File: src/rtl/alu_mc_pkg.sv
// Shared types and constants for the multi-cycle ALU: opcode and FSM state
// enums plus the LINK offset and opcode width.
package alu_mc_pkg;

  localparam int OP_W        = 4;
  localparam int LINK_OFFSET = 4;

  typedef enum logic [OP_W-1:0] {
    OP_ADD   = 4'd0,
    OP_SUB   = 4'd1,
    OP_AND   = 4'd2,
    OP_OR    = 4'd3,
    OP_XOR   = 4'd4,
    OP_PASS  = 4'd5,
    OP_LINK  = 4'd6,
    OP_SLL   = 4'd7,
    OP_SRL   = 4'd8,
    OP_SRA   = 4'd9,
    OP_SLT   = 4'd10,
    OP_SLTU  = 4'd11,
    OP_MUL   = 4'd12,
    OP_MULHU = 4'd13,
    OP_DIVU  = 4'd14,
    OP_REMU  = 4'd15
  } alu_op_t;

  typedef enum logic [1:0] {
    ST_IDLE = 2'd0,
    ST_MUL  = 2'd1,
    ST_DIV  = 2'd2
  } alu_state_t;

endpackage

File: src/rtl/alu_mc_seq.sv
// Shared one-bit-per-cycle iterative unit: shift-add multiply and, when
// ALU_MC_DIV_EN is defined, restoring divide over the same 2*WIDTH accumulator.
module alu_mc_seq #(
  parameter int WIDTH = 32
) (
  input  logic               clk,
  input  logic               rst_n,
  input  logic               start,
`ifdef ALU_MC_DIV_EN
  input  logic               start_div,
`endif
  input  logic               stall,
  input  logic [WIDTH-1:0]   op_a,
  input  logic [WIDTH-1:0]   op_b,
  output logic               done,
  output logic [2*WIDTH-1:0] acc_next
);

  localparam int CNT_W = $clog2(WIDTH) + 1;

  logic               busy_q, busy_d;
  logic [CNT_W-1:0]   cnt_q, cnt_d;
  logic [2*WIDTH-1:0] acc_q, acc_d;
  logic [WIDTH-1:0]   opnd_q, opnd_d;
  logic               last;

  logic [WIDTH:0]     mul_sum;
  logic [2*WIDTH-1:0] mul_step;
`ifdef ALU_MC_DIV_EN
  logic               div_q, div_d;
  logic [WIDTH:0]     rem_sh;
  logic [WIDTH:0]     rem_sub;
  logic [2*WIDTH-1:0] div_step;
`endif

  // Multiply: upper half accumulates the multiplicand, multiplier shifts out of the low half.
  always_comb begin
    mul_sum  = {1'b0, acc_q[2*WIDTH-1:WIDTH]} + (acc_q[0] ? {1'b0, opnd_q} : '0);
    mul_step = {mul_sum, acc_q[WIDTH-1:1]};
  end

`ifdef ALU_MC_DIV_EN
  // Divide: upper half is the partial remainder, lower half shifts dividend out and quotient in.
  always_comb begin
    rem_sh  = {acc_q[2*WIDTH-1:WIDTH], acc_q[WIDTH-1]};
    rem_sub = rem_sh - {1'b0, opnd_q};
    if (rem_sub[WIDTH]) begin
      div_step = {rem_sh[WIDTH-1:0], acc_q[WIDTH-2:0], 1'b0};
    end else begin
      div_step = {rem_sub[WIDTH-1:0], acc_q[WIDTH-2:0], 1'b1};
    end
  end

  assign acc_next = div_q ? div_step : mul_step;
`else
  assign acc_next = mul_step;
`endif

  assign last = (cnt_q == CNT_W'(WIDTH - 1));
  // The final step is held back while the output register still owns an unconsumed result.
  assign done = busy_q && last && !stall;

  always_comb begin
    busy_d = busy_q;
    cnt_d  = cnt_q;
    acc_d  = acc_q;
    opnd_d = opnd_q;
`ifdef ALU_MC_DIV_EN
    div_d  = div_q;
`endif
    if (start) begin
      busy_d = 1'b1;
      cnt_d  = '0;
`ifdef ALU_MC_DIV_EN
      div_d  = start_div;
      acc_d  = {{WIDTH{1'b0}}, (start_div ? op_a : op_b)};
      opnd_d = start_div ? op_b : op_a;
`else
      acc_d  = {{WIDTH{1'b0}}, op_b};
      opnd_d = op_a;
`endif
    end else if (busy_q && !(last && stall)) begin
      acc_d = acc_next;
      if (last) begin
        busy_d = 1'b0;
        cnt_d  = '0;
      end else begin
        cnt_d = cnt_q + CNT_W'(1);
      end
    end
  end

  always_ff @(posedge clk or negedge rst_n) begin
    if (!rst_n) begin
      busy_q <= 1'b0;
      cnt_q  <= '0;
      acc_q  <= '0;
      opnd_q <= '0;
`ifdef ALU_MC_DIV_EN
      div_q  <= 1'b0;
`endif
    end else begin
      busy_q <= busy_d;
      cnt_q  <= cnt_d;
      acc_q  <= acc_d;
      opnd_q <= opnd_d;
`ifdef ALU_MC_DIV_EN
      div_q  <= div_d;
`endif
    end
  end

endmodule

File: src/rtl/alu_mc.sv
// Multi-cycle execute-stage ALU with valid/ready handshakes and a one-deep
// registered output. Define ALU_MC_DIV_EN to build the DIVU/REMU divider.
module alu_mc
  import alu_mc_pkg::*;
#(
  parameter int WIDTH = 32,
  parameter int TAG_W = 5
) (
  input  logic             clk,
  input  logic             rst_n,
  input  logic             in_valid,
  output logic             in_ready,
  input  logic [WIDTH-1:0] a,
  input  logic [WIDTH-1:0] b,
  input  logic [OP_W-1:0]  op,
  input  logic [TAG_W-1:0] in_tag,
  output logic             out_valid,
  input  logic             out_ready,
  output logic [WIDTH-1:0] result,
  output logic [TAG_W-1:0] out_tag,
  output logic             zero,
  output logic             carry,
  output logic             ovf,
  output logic             illegal
);

  localparam int SH_W = $clog2(WIDTH);

  alu_state_t         state_q, state_d, iter_state;
  logic               sel_hi_q, sel_hi_d;
  logic [TAG_W-1:0]   iter_tag_q, iter_tag_d;
  logic               out_valid_q, out_valid_d;
  logic [WIDTH-1:0]   result_q, result_d;
  logic [TAG_W-1:0]   out_tag_q, out_tag_d;
  logic               zero_q, zero_d, carry_q, carry_d, ovf_q, ovf_d, illegal_q, illegal_d;

  alu_op_t            op_e;
  logic               transfer, is_mul, start_iter, wr_simple, seq_done, stall;
  logic [2*WIDTH-1:0] acc_next;
  logic [WIDTH-1:0]   iter_res;
  logic [WIDTH:0]     add_w, sub_w;
  logic [SH_W-1:0]    shamt;
  logic [WIDTH-1:0]   s_res;
  logic               s_carry, s_ovf, s_ill;

  assign op_e     = alu_op_t'(op);
  assign in_ready = (state_q == ST_IDLE) && (!out_valid_q || out_ready);
  assign transfer = in_valid && in_ready;
  assign is_mul   = (op_e == OP_MUL) || (op_e == OP_MULHU);
  assign stall    = out_valid_q && !out_ready;

`ifdef ALU_MC_DIV_EN
  logic is_div;
  assign is_div     = ((op_e == OP_DIVU) || (op_e == OP_REMU)) && (b != '0);
  assign start_iter = transfer && (is_mul || is_div);
  assign iter_state = is_div ? ST_DIV : ST_MUL;
`else
  assign start_iter = transfer && is_mul;
  assign iter_state = ST_MUL;
`endif
  assign wr_simple = transfer && !start_iter;

  // Odd iterative opcodes (MULHU, REMU) take the upper accumulator half.
  assign iter_res = sel_hi_q ? acc_next[2*WIDTH-1:WIDTH] : acc_next[WIDTH-1:0];

  alu_mc_seq #(.WIDTH(WIDTH)) u_seq (
    .clk      (clk),
    .rst_n    (rst_n),
    .start    (start_iter),
`ifdef ALU_MC_DIV_EN
    .start_div(is_div),
`endif
    .stall    (stall),
    .op_a     (a),
    .op_b     (b),
    .done     (seq_done),
    .acc_next (acc_next)
  );

  always_comb begin
    add_w   = {1'b0, a} + {1'b0, b};
    sub_w   = {1'b0, a} - {1'b0, b};
    shamt   = b[SH_W-1:0];
    s_res   = '0;
    s_carry = 1'b0;
    s_ovf   = 1'b0;
    s_ill   = 1'b0;
    case (op_e)
      OP_ADD: begin
        s_res   = add_w[WIDTH-1:0];
        s_carry = add_w[WIDTH];
        s_ovf   = (a[WIDTH-1] == b[WIDTH-1]) && (add_w[WIDTH-1] != a[WIDTH-1]);
      end
      OP_SUB: begin
        s_res   = sub_w[WIDTH-1:0];
        s_carry = ~sub_w[WIDTH];
        s_ovf   = (a[WIDTH-1] != b[WIDTH-1]) && (sub_w[WIDTH-1] != a[WIDTH-1]);
      end
      OP_AND:  s_res = a & b;
      OP_OR:   s_res = a | b;
      OP_XOR:  s_res = a ^ b;
      OP_PASS: s_res = a;
      OP_LINK: s_res = a + WIDTH'(LINK_OFFSET);
      OP_SLL:  s_res = a << shamt;
      OP_SRL:  s_res = a >> shamt;
      OP_SRA:  s_res = $signed(a) >>> shamt;
      OP_SLT:  s_res = {{(WIDTH-1){1'b0}}, ($signed(a) < $signed(b))};
      OP_SLTU: s_res = {{(WIDTH-1){1'b0}}, (a < b)};
`ifdef ALU_MC_DIV_EN
      // Only reached with b == 0; nonzero divisors go to the iterative unit.
      OP_DIVU: s_res = '1;
      OP_REMU: s_res = a;
`else
      OP_DIVU: s_ill = 1'b1;
      OP_REMU: s_ill = 1'b1;
`endif
      default: s_res = '0;
    endcase
  end

  always_comb begin
    state_d = state_q;
    case (state_q)
      ST_IDLE:        if (start_iter) state_d = iter_state;
      ST_MUL, ST_DIV: if (seq_done) state_d = ST_IDLE;
      default:        state_d = ST_IDLE;
    endcase
  end

  // Output register: a new result overwrites, otherwise out_ready drains it.
  always_comb begin
    sel_hi_d    = sel_hi_q;
    iter_tag_d  = iter_tag_q;
    out_valid_d = out_valid_q;
    result_d    = result_q;
    out_tag_d   = out_tag_q;
    zero_d      = zero_q;
    carry_d     = carry_q;
    ovf_d       = ovf_q;
    illegal_d   = illegal_q;
    if (start_iter) begin
      sel_hi_d   = op[0];
      iter_tag_d = in_tag;
    end
    if (wr_simple) begin
      out_valid_d = 1'b1;
      result_d    = s_res;
      out_tag_d   = in_tag;
      zero_d      = (s_res == '0);
      carry_d     = s_carry;
      ovf_d       = s_ovf;
      illegal_d   = s_ill;
    end else if (seq_done) begin
      out_valid_d = 1'b1;
      result_d    = iter_res;
      out_tag_d   = iter_tag_q;
      zero_d      = (iter_res == '0);
      carry_d     = 1'b0;
      ovf_d       = 1'b0;
      illegal_d   = 1'b0;
    end else if (out_ready) begin
      out_valid_d = 1'b0;
    end
  end

  always_ff @(posedge clk or negedge rst_n) begin
    if (!rst_n) begin
      state_q     <= ST_IDLE;
      sel_hi_q    <= 1'b0;
      iter_tag_q  <= '0;
      out_valid_q <= 1'b0;
      result_q    <= '0;
      out_tag_q   <= '0;
      zero_q      <= 1'b1;
      carry_q     <= 1'b0;
      ovf_q       <= 1'b0;
      illegal_q   <= 1'b0;
    end else begin
      state_q     <= state_d;
      sel_hi_q    <= sel_hi_d;
      iter_tag_q  <= iter_tag_d;
      out_valid_q <= out_valid_d;
      result_q    <= result_d;
      out_tag_q   <= out_tag_d;
      zero_q      <= zero_d;
      carry_q     <= carry_d;
      ovf_q       <= ovf_d;
      illegal_q   <= illegal_d;
    end
  end

  assign out_valid = out_valid_q;
  assign result    = result_q;
  assign out_tag   = out_tag_q;
  assign zero      = zero_q;
  assign carry     = carry_q;
  assign ovf       = ovf_q;
  assign illegal   = illegal_q;

endmodule

File: config.mk
export PLATFORM = sky130hd
export DESIGN_NAME = alu_mc
export DESIGN_NICKNAME = d
export VERILOG_FILES = /design/src/rtl/alu_mc_pkg.sv /design/src/rtl/alu_mc_seq.sv /design/src/rtl/alu_mc.sv
export SDC_FILE = /design/constraint.sdc
export NUM_CORES = 1
export LEC_CHECK = 0
export BUFFER_PORTS_ARGS = -buffer_cell sky130_fd_sc_hd__buf_2
export CAP_MARGIN = 10
export CELL_PAD_IN_SITES_DETAIL_PLACEMENT = 0
export CELL_PAD_IN_SITES_GLOBAL_PLACEMENT = 2
export CORE_MARGIN = 2
export CORE_UTILIZATION = 38
export DETAILED_ROUTE_END_ITERATION = 10
export MAX_ROUTING_LAYER = met4
export PLACE_DENSITY = 0.83
export REMOVE_ABC_BUFFERS = 1
export SETUP_SLACK_MARGIN = 0.4
export SYNTH_ARGS = -nofsm -noshare
export SYNTH_HDL_FRONTEND = slang
export SYNTH_SLANG_ARGS = --single-unit
File: constraint.sdc
create_clock -name clk -period 4.4 [get_ports clk]
set_input_delay 1.32 -clock clk [delete_from_list [all_inputs] [get_ports clk]]
set_output_delay 1.32 -clock clk [all_outputs]
set_load 0.01 [all_outputs]
* After elaboration in Yosys (flattened, before gate mapping)
Cells that the tools add are included.
** Storage, ports and cells
- Bits in registers :: 153
- Input bits :: 77
- Word-level logic and storage cells :: 112
** Cells by class
- Add/sub/neg operators :: 5
- $lt $le $gt $ge :: 2
- Equal/unequal tests :: 24
- Shift operators :: 3
- Multiplexer cells :: 30
- Bitwise logic cells :: 4
- Reduce and logical (&&, ||, !) cells :: 30
** Operator list (count)
- $pmux 32 s12 :: 1
- $mux 32 :: 4
- $mux 64 :: 2
- $logic_not 32->1 :: 2
- $lt 32x32->1 :: 2
- $add 32x32->33 :: 1
- $add 32x33->33 :: 1
- $sub 32x32->33 :: 1
- $add 32x3->32 const B :: 1
- $and 32x32->32 :: 1
- $eq 4x4->1 const B :: 8
- $or 32x32->32 :: 1
- $shl 32x5->32 :: 1
- $shr 32x5->32 :: 1
- $sshr 32x5->32 :: 1
- $xor 32x32->32 :: 1
- $mux 6 :: 3
- $eq 4x3->1 const B :: 4
- $mux 1 :: 13
- $logic_and 1x1->1 :: 11
- $mux 5 :: 2
- $eq 4x2->1 const B :: 2
- $add 6x1->6 const B :: 1
- $eq 6x5->1 const B :: 1
- other kinds (18) :: 32

* Depth between registers and ports, before layout
- Depth after elaboration :: 8
- Depth in mapped cells :: 17
- Depth with buffers taken out :: 15

* Hierarchy
A second synthesis with hierarchy kept.
** Unflattened totals
- Cell total of the unflattened synthesis :: 2663
- Area total of the unflattened synthesis :: 20868.8 µm²
** Modules (own cells, without submodules)
- alu_mc :: instances 1, cells each 1920, area an instance 14032.2 µm², seq. area each 1227.4 µm²
- alu_mc_seq :: instances 1, cells each 743, area an instance 6836.6 µm², seq. area each 2577.5 µm²

* Least setup slack after synthesis
OpenSTA, ideal clock, no wires.
- Kind :: input-to-reg
- Start point :: in b[2]
- End point :: reg zero_q, in the netlist zero
- Data arrival time :: 5.432 ns
- Data required time :: 4.328 ns
- Path slack :: -1.103 ns
- Stages on the path :: 17
- Cell sequence :: inv_1 -> buf_1 -> clkbuf_1 -> clkbuf_1 -> ha_1 -> clkbuf_1 -> a21o_1 -> a221oi_2 -> o32a_1 -> o21ai_1 -> a21oi_1 -> a21oi_1 -> or4_1 -> or4_1 -> nor4_1 -> nand4_1 -> o21ai_1
** Between the ends
- Longest elaborated chain between the ends :: 4
** RTL lines
- start, declared :: line alu_mc.sv:14 : input logic [WIDTH-1:0] b,
- $sub 32x32->33, or another cell as far along :: line alu_mc.sv:82 : sub_w = {1'b0, a} - {1'b0, b};
- $pmux 32 s12 (*) :: line alu_mc.sv:88 : case (op_e)
- $logic_not 32->1 (*) :: line alu_mc.sv:149 : zero_d = (s_res == '0);
- $mux 1 (*) :: line alu_mc.sv:145 : if (wr_simple) begin
- end signal, assigned :: line alu_mc.sv:185 : zero_q <= zero_d;
- end, declared :: line alu_mc.sv:35 : logic zero_q, zero_d, carry_q, carry_d, ovf_q, ovf_d, illegal_q, illegal_d;
Every way passes the cells marked *; elsewhere a longest branch is shown, timed or not.
A chain may end at the register's enable or synchronous reset.

* Final worst setup path
- Start point :: in b[0]
- End point :: reg zero_q, in the netlist zero
Same word-level chain as after synthesis.

==> metrics.md <==
| Metric | Value |
|---|---|
| Status | `complete, but fails checks` |
| Failing checks | `negative setup slack` |
| Post-synth ARST share | `100%` |
| Iteration-0 DRC Markers | `2,925` |
| Post-DP Area | `0.0271 mm2` |
| Final Critical Period | `4510 ps` |
| Largest net degree at the start of global routing | `115` |
| Clock transition at path regs | `70 ps` |
| Top_reg_cell synth | `dfrtp_1` |
| Gpl congestion | `1.12` |
| Routed WL | `118,000 um` |
| Critical Path End Type | `flop` |
| Startpoint types | `input port` |
| Seq/Total Area, Yosys | `18.5%` |
| Wire length per cell | `28.5 um` |
| Clock network power share | `13.8%` |
| Max VDD drop | `0.385 mV` |
| Via count | `26,100` |
| DRC Markers | `0` |
| Slowest stage cell, crit path | `mux2_2` |
| Unrepaired setup endpoints after global routing | `yes` |
| Vias in the first global route | `25,200` |
| Switching Fraction | `45.9%` |
| Ant. Diodes | `0` |
| Power Total | `11.3 mW` |
| I/O pin count | `120` |
| Initial antenna violation count | `1` |
| Pleak | `13.5 nW` |
| Clk_lat worst skew | `450 ps` |
| Max cap viols | `0` |
| Core area | `0.0536 mm2` |
| Max Slew Vio Count | `0` |
| Net count, final | `3,669` |
| Synth Instances | `2,710` |
| Mean area per synthesized cell | `7.57 um2` |
| Final Hold Fails | `0` |
| Finish-stage setup viols | `1` |
| Mapped Area | `0.0205 mm2` |
| Worst EP required | `4790 ps` |
| PwrDens | `375 mW/mm2` |
| Starting Density | `38.3%` |
| Final clock skew | `12.1 ps` |
| I/O Buffers | `119` |
| Clk sink count | `152` |
| Switching power | `5.18 mW` |
| CTS H-tree depth | `4` |
| Final WS setup | `-113 ps` |
| Routed Antenna Nets | `0` |
| Slew Limit Headroom | `12.8%` |
| Layout area overhead | `46.7%` |
| #FFs+latches synth | `152` |
| CTS Hold Bufs | `0` |
| Fin area | `0.0301 mm2` |
| Area of the die | `0.0559 mm2` |
| Number of synthesized flops with an enable pin | `0` |
| First-pass GRT wire length | `170,000 um` |
| Worst Setup Path Type | `input port to flop` |
| CTS tree | `done` |
| Internal Power | `6.10 mW` |
| Die height | `236 um` |
| Total congestion overflow | `0` |
| Rows | `85` |
| YS warnings | `0` |
| Fraction of post-synthesis cell area in the top cell type by area | `18.4%` |
| Share of cells above drive strength 1 | `38.3%` |
| Cell mode on critical path | `buf_4` |
| Comb pwr share | `63.4%` |
| CP peak stage delay | `390 ps` |
| Area leader, netlist | `dfrtp_1` |
| Clock Tree Buf Depth | `2` |
| Period utilization | `103%` |
| CTS buffer count | `17` |
| Post-synth cell types | `94` |
| CTS Root Cell | `clkbuf_16` |
| Worst Hold Class | `flop to flop` |
| Number of iterations in the first detailed-routing pass | `6` |
| DP HPWL | `94,700 um` |
| Via-to-Cell Ratio | `6.29` |
| WP data arrival | `4900 ps` |
| Least-Margin Pin Slew | `1300 ps` |
| CP cell instances | `buf_12, buf_8, buf_8, mux2_2, mux2i_4, buf_4, mux2i_2, a32oi_1, buf_4, o211ai_1, a311oi_2, nor4bb_4, nand4_1, nor4_4, buf_4, nand4_1, o21ai_2` |
| Reg power frac | `22.9%` |
| Total track usage | `42.0%` |
| CP Max Fanout | `16` |
| Top post-synthesis cells by area | `dfrtp_1 (18%), ha_1 (8.6%), a21oi_1 (5.5%), mux2i_1 (5.2%), nand2_1 (4.7%)` |
| Max Freq | `222 MHz` |
| Die X | `236 um` |
-- critical path: cells and delay by family --
| kind | cells | cell delay [ps] |
|---|---|---|
| AND/OR/NAND/NOR | 4 | 1030 |
| AO/OA/AOI/OAI | 4 | 940 |
| buffers and inverters | 6 | 880 |
| multiplexers | 3 | 710 |
-- final timing paths --
| path | from | end | slack, ps | cells past startpoint |
|---|---|---|---|---|
| setup / recovery | b[0] | zero$_DFFE_PN1P_ | -110 | 17 |
| hold / removal | result[1]$_DFFE_PN0P_ | result[1]$_DFFE_PN0P_ | 490 | 1 |
| setup reg to reg | u_seq.opnd_q[0]$_DFFE_PN0P_ | zero$_DFFE_PN1P_ | 60 | 16 |
| hold reg to reg | result[1]$_DFFE_PN0P_ | result[1]$_DFFE_PN0P_ | 490 | 1 |
| max in group asynchronous | rst_n | zero$_DFFE_PN1P_ | 2680 | 2 |
| min in group asynchronous | rst_n | u_seq.cnt_q[2]$_DFFE_PN0P_ | 870 | 1 |
-- cell usage after synthesis (10+ instances only) --
| library cell | number |
|---|---|
| o21a_1 | 22 |
| mux2i_1 | 106 |
| or4_1 | 11 |
| nor2_1 | 240 |
| a2111oi_0 | 10 |
| mux2_2 | 74 |
| a21oi_1 | 226 |
| nand3_1 | 62 |
| o21ai_0 | 153 |
| nand2_1 | 256 |
| buf_1 | 22 |
| ha_1 | 141 |
| and3_1 | 21 |
| or2_2 | 15 |
| a21o_1 | 35 |
| a31oi_1 | 35 |
| nand4_1 | 30 |
| mux4_2 | 28 |
| o31ai_1 | 23 |
| xnor2_1 | 42 |
| a211oi_1 | 57 |
| inv_1 | 115 |
| a221oi_1 | 16 |
| o22ai_1 | 48 |
| o21bai_1 | 13 |
| a311oi_1 | 13 |
| buf_2 | 32 |
| and2_1 | 41 |
| nor3_1 | 70 |
| a221o_1 | 12 |
| a22oi_1 | 25 |
| o221ai_1 | 17 |
| a32oi_1 | 18 |
| o22a_1 | 13 |
| nor2b_1 | 31 |
| dfrtp_1 | 151 |
| nor4_1 | 32 |
| or3_1 | 25 |
| clkbuf_1 | 163 |
| nand2b_1 | 33 |
| o211ai_1 | 35 |
-- cell type report --
class | count | area, um2
clock buffer | 20 | 447
inverter | 116 | 459
fill | 5152 | 23500
clock inverter | 12 | 166
tap | 696 | 871
timing repair buffer | 946 | 7570
multi-input combinational | 2215 | 16800
sequential | 152 | 3810
-- per-stage QoR --
stage	hold slack (ps)	instances	util [%]	setup slack [ps]	setup TNS [ps]
after CTS	490	4116	53.4	-58.6	-58.6
final	487	4157	56.2	-113	-113
after floorplan	472	2483	-	-3130	-338010
after global routing	512	4157	56.2	-230	-230
after detailed placement	475	4059	50.6	-1050	-11840
after global placement	461	4059	50.6	-1090	-11630
-- per-layer routing --
| layer | up-vias | global-route usage, % | part of all wire [%] | routed length [um] |
|---|---|---|---|---|
| met5 | - | - | 0 | 0 |
| met4 | 0 | 26.4 | 7.8 | 9260 |
| met3 | 369 | 4.24 | 7.7 | 9110 |
| met2 | 1451 | 63.6 | 44 | 51700 |
| met1 | 12700 | 53.7 | 41 | 48200 |
| li1 | 11600 | - | - | - |
-- cell families after synthesis --
family                   share of synthesized area [%]
AND/OR/NAND/NOR                                   21.8
AO/OA/AOI/OAI                                     29.3
buffers and inverters                             6.73
multiplexers                                      12.5
flip-flops                                        18.5
adder cells (fa/ha/maj)                           8.89
XOR/XNOR                                          2.18
-- state kept, by name, summed over array words and instances, names as in the netlist --
| signal | cells |
|---|---|
| zero | 1 |
| state_q | 1 |
| sel_hi_q | 1 |
| u_seq.busy_q | 1 |
| out_tag | 5 |
| ovf | 1 |
| illegal | 1 |
| out_valid | 1 |
| carry | 1 |
| u_seq.opnd_q | 32 |
| u_seq.cnt_q | 6 |
| result | 32 |
| iter_tag_q | 5 |
| u_seq.acc_q | 64 |
-- placed cells by master (no fill, tap or decap), types with 43 or more instances in the layout --
cell,instances
dfrtp_1,150
a211oi_1,49
a21oi_1,203
inv_1,96
mux2_2,72
nor3_1,62
ha_1,114
buf_4,750
nand3_1,55
o22ai_1,43
nor2_1,229
buf_2,96
o21ai_0,141
buf_6,51
nand2_1,252
mux2i_1,103
-- power groups by stage --
stage | Clock, mW | Sequential [mW] | Combinational (mW)
after floorplan | 0 | 2.56 | 3.69
after global placement | 0 | 2.56 | 6.45
after detailed placement | 0 | 2.58 | 6.57
after CTS | 1.57 | 2.57 | 6.74
after global routing | 1.63 | 2.65 | 7.66
final | 1.55 | 2.58 | 7.15
-- timing repair --
item / 4_1_cts / 5_1_grt
pin swaps: 53 / 98
gates cloned: 1 / 2
gates resized for setup: 141 / 266
setup buffers: 24 / 39
endpoints found under the setup margin: 25 / 19
(Power assumes the default switching activity.)
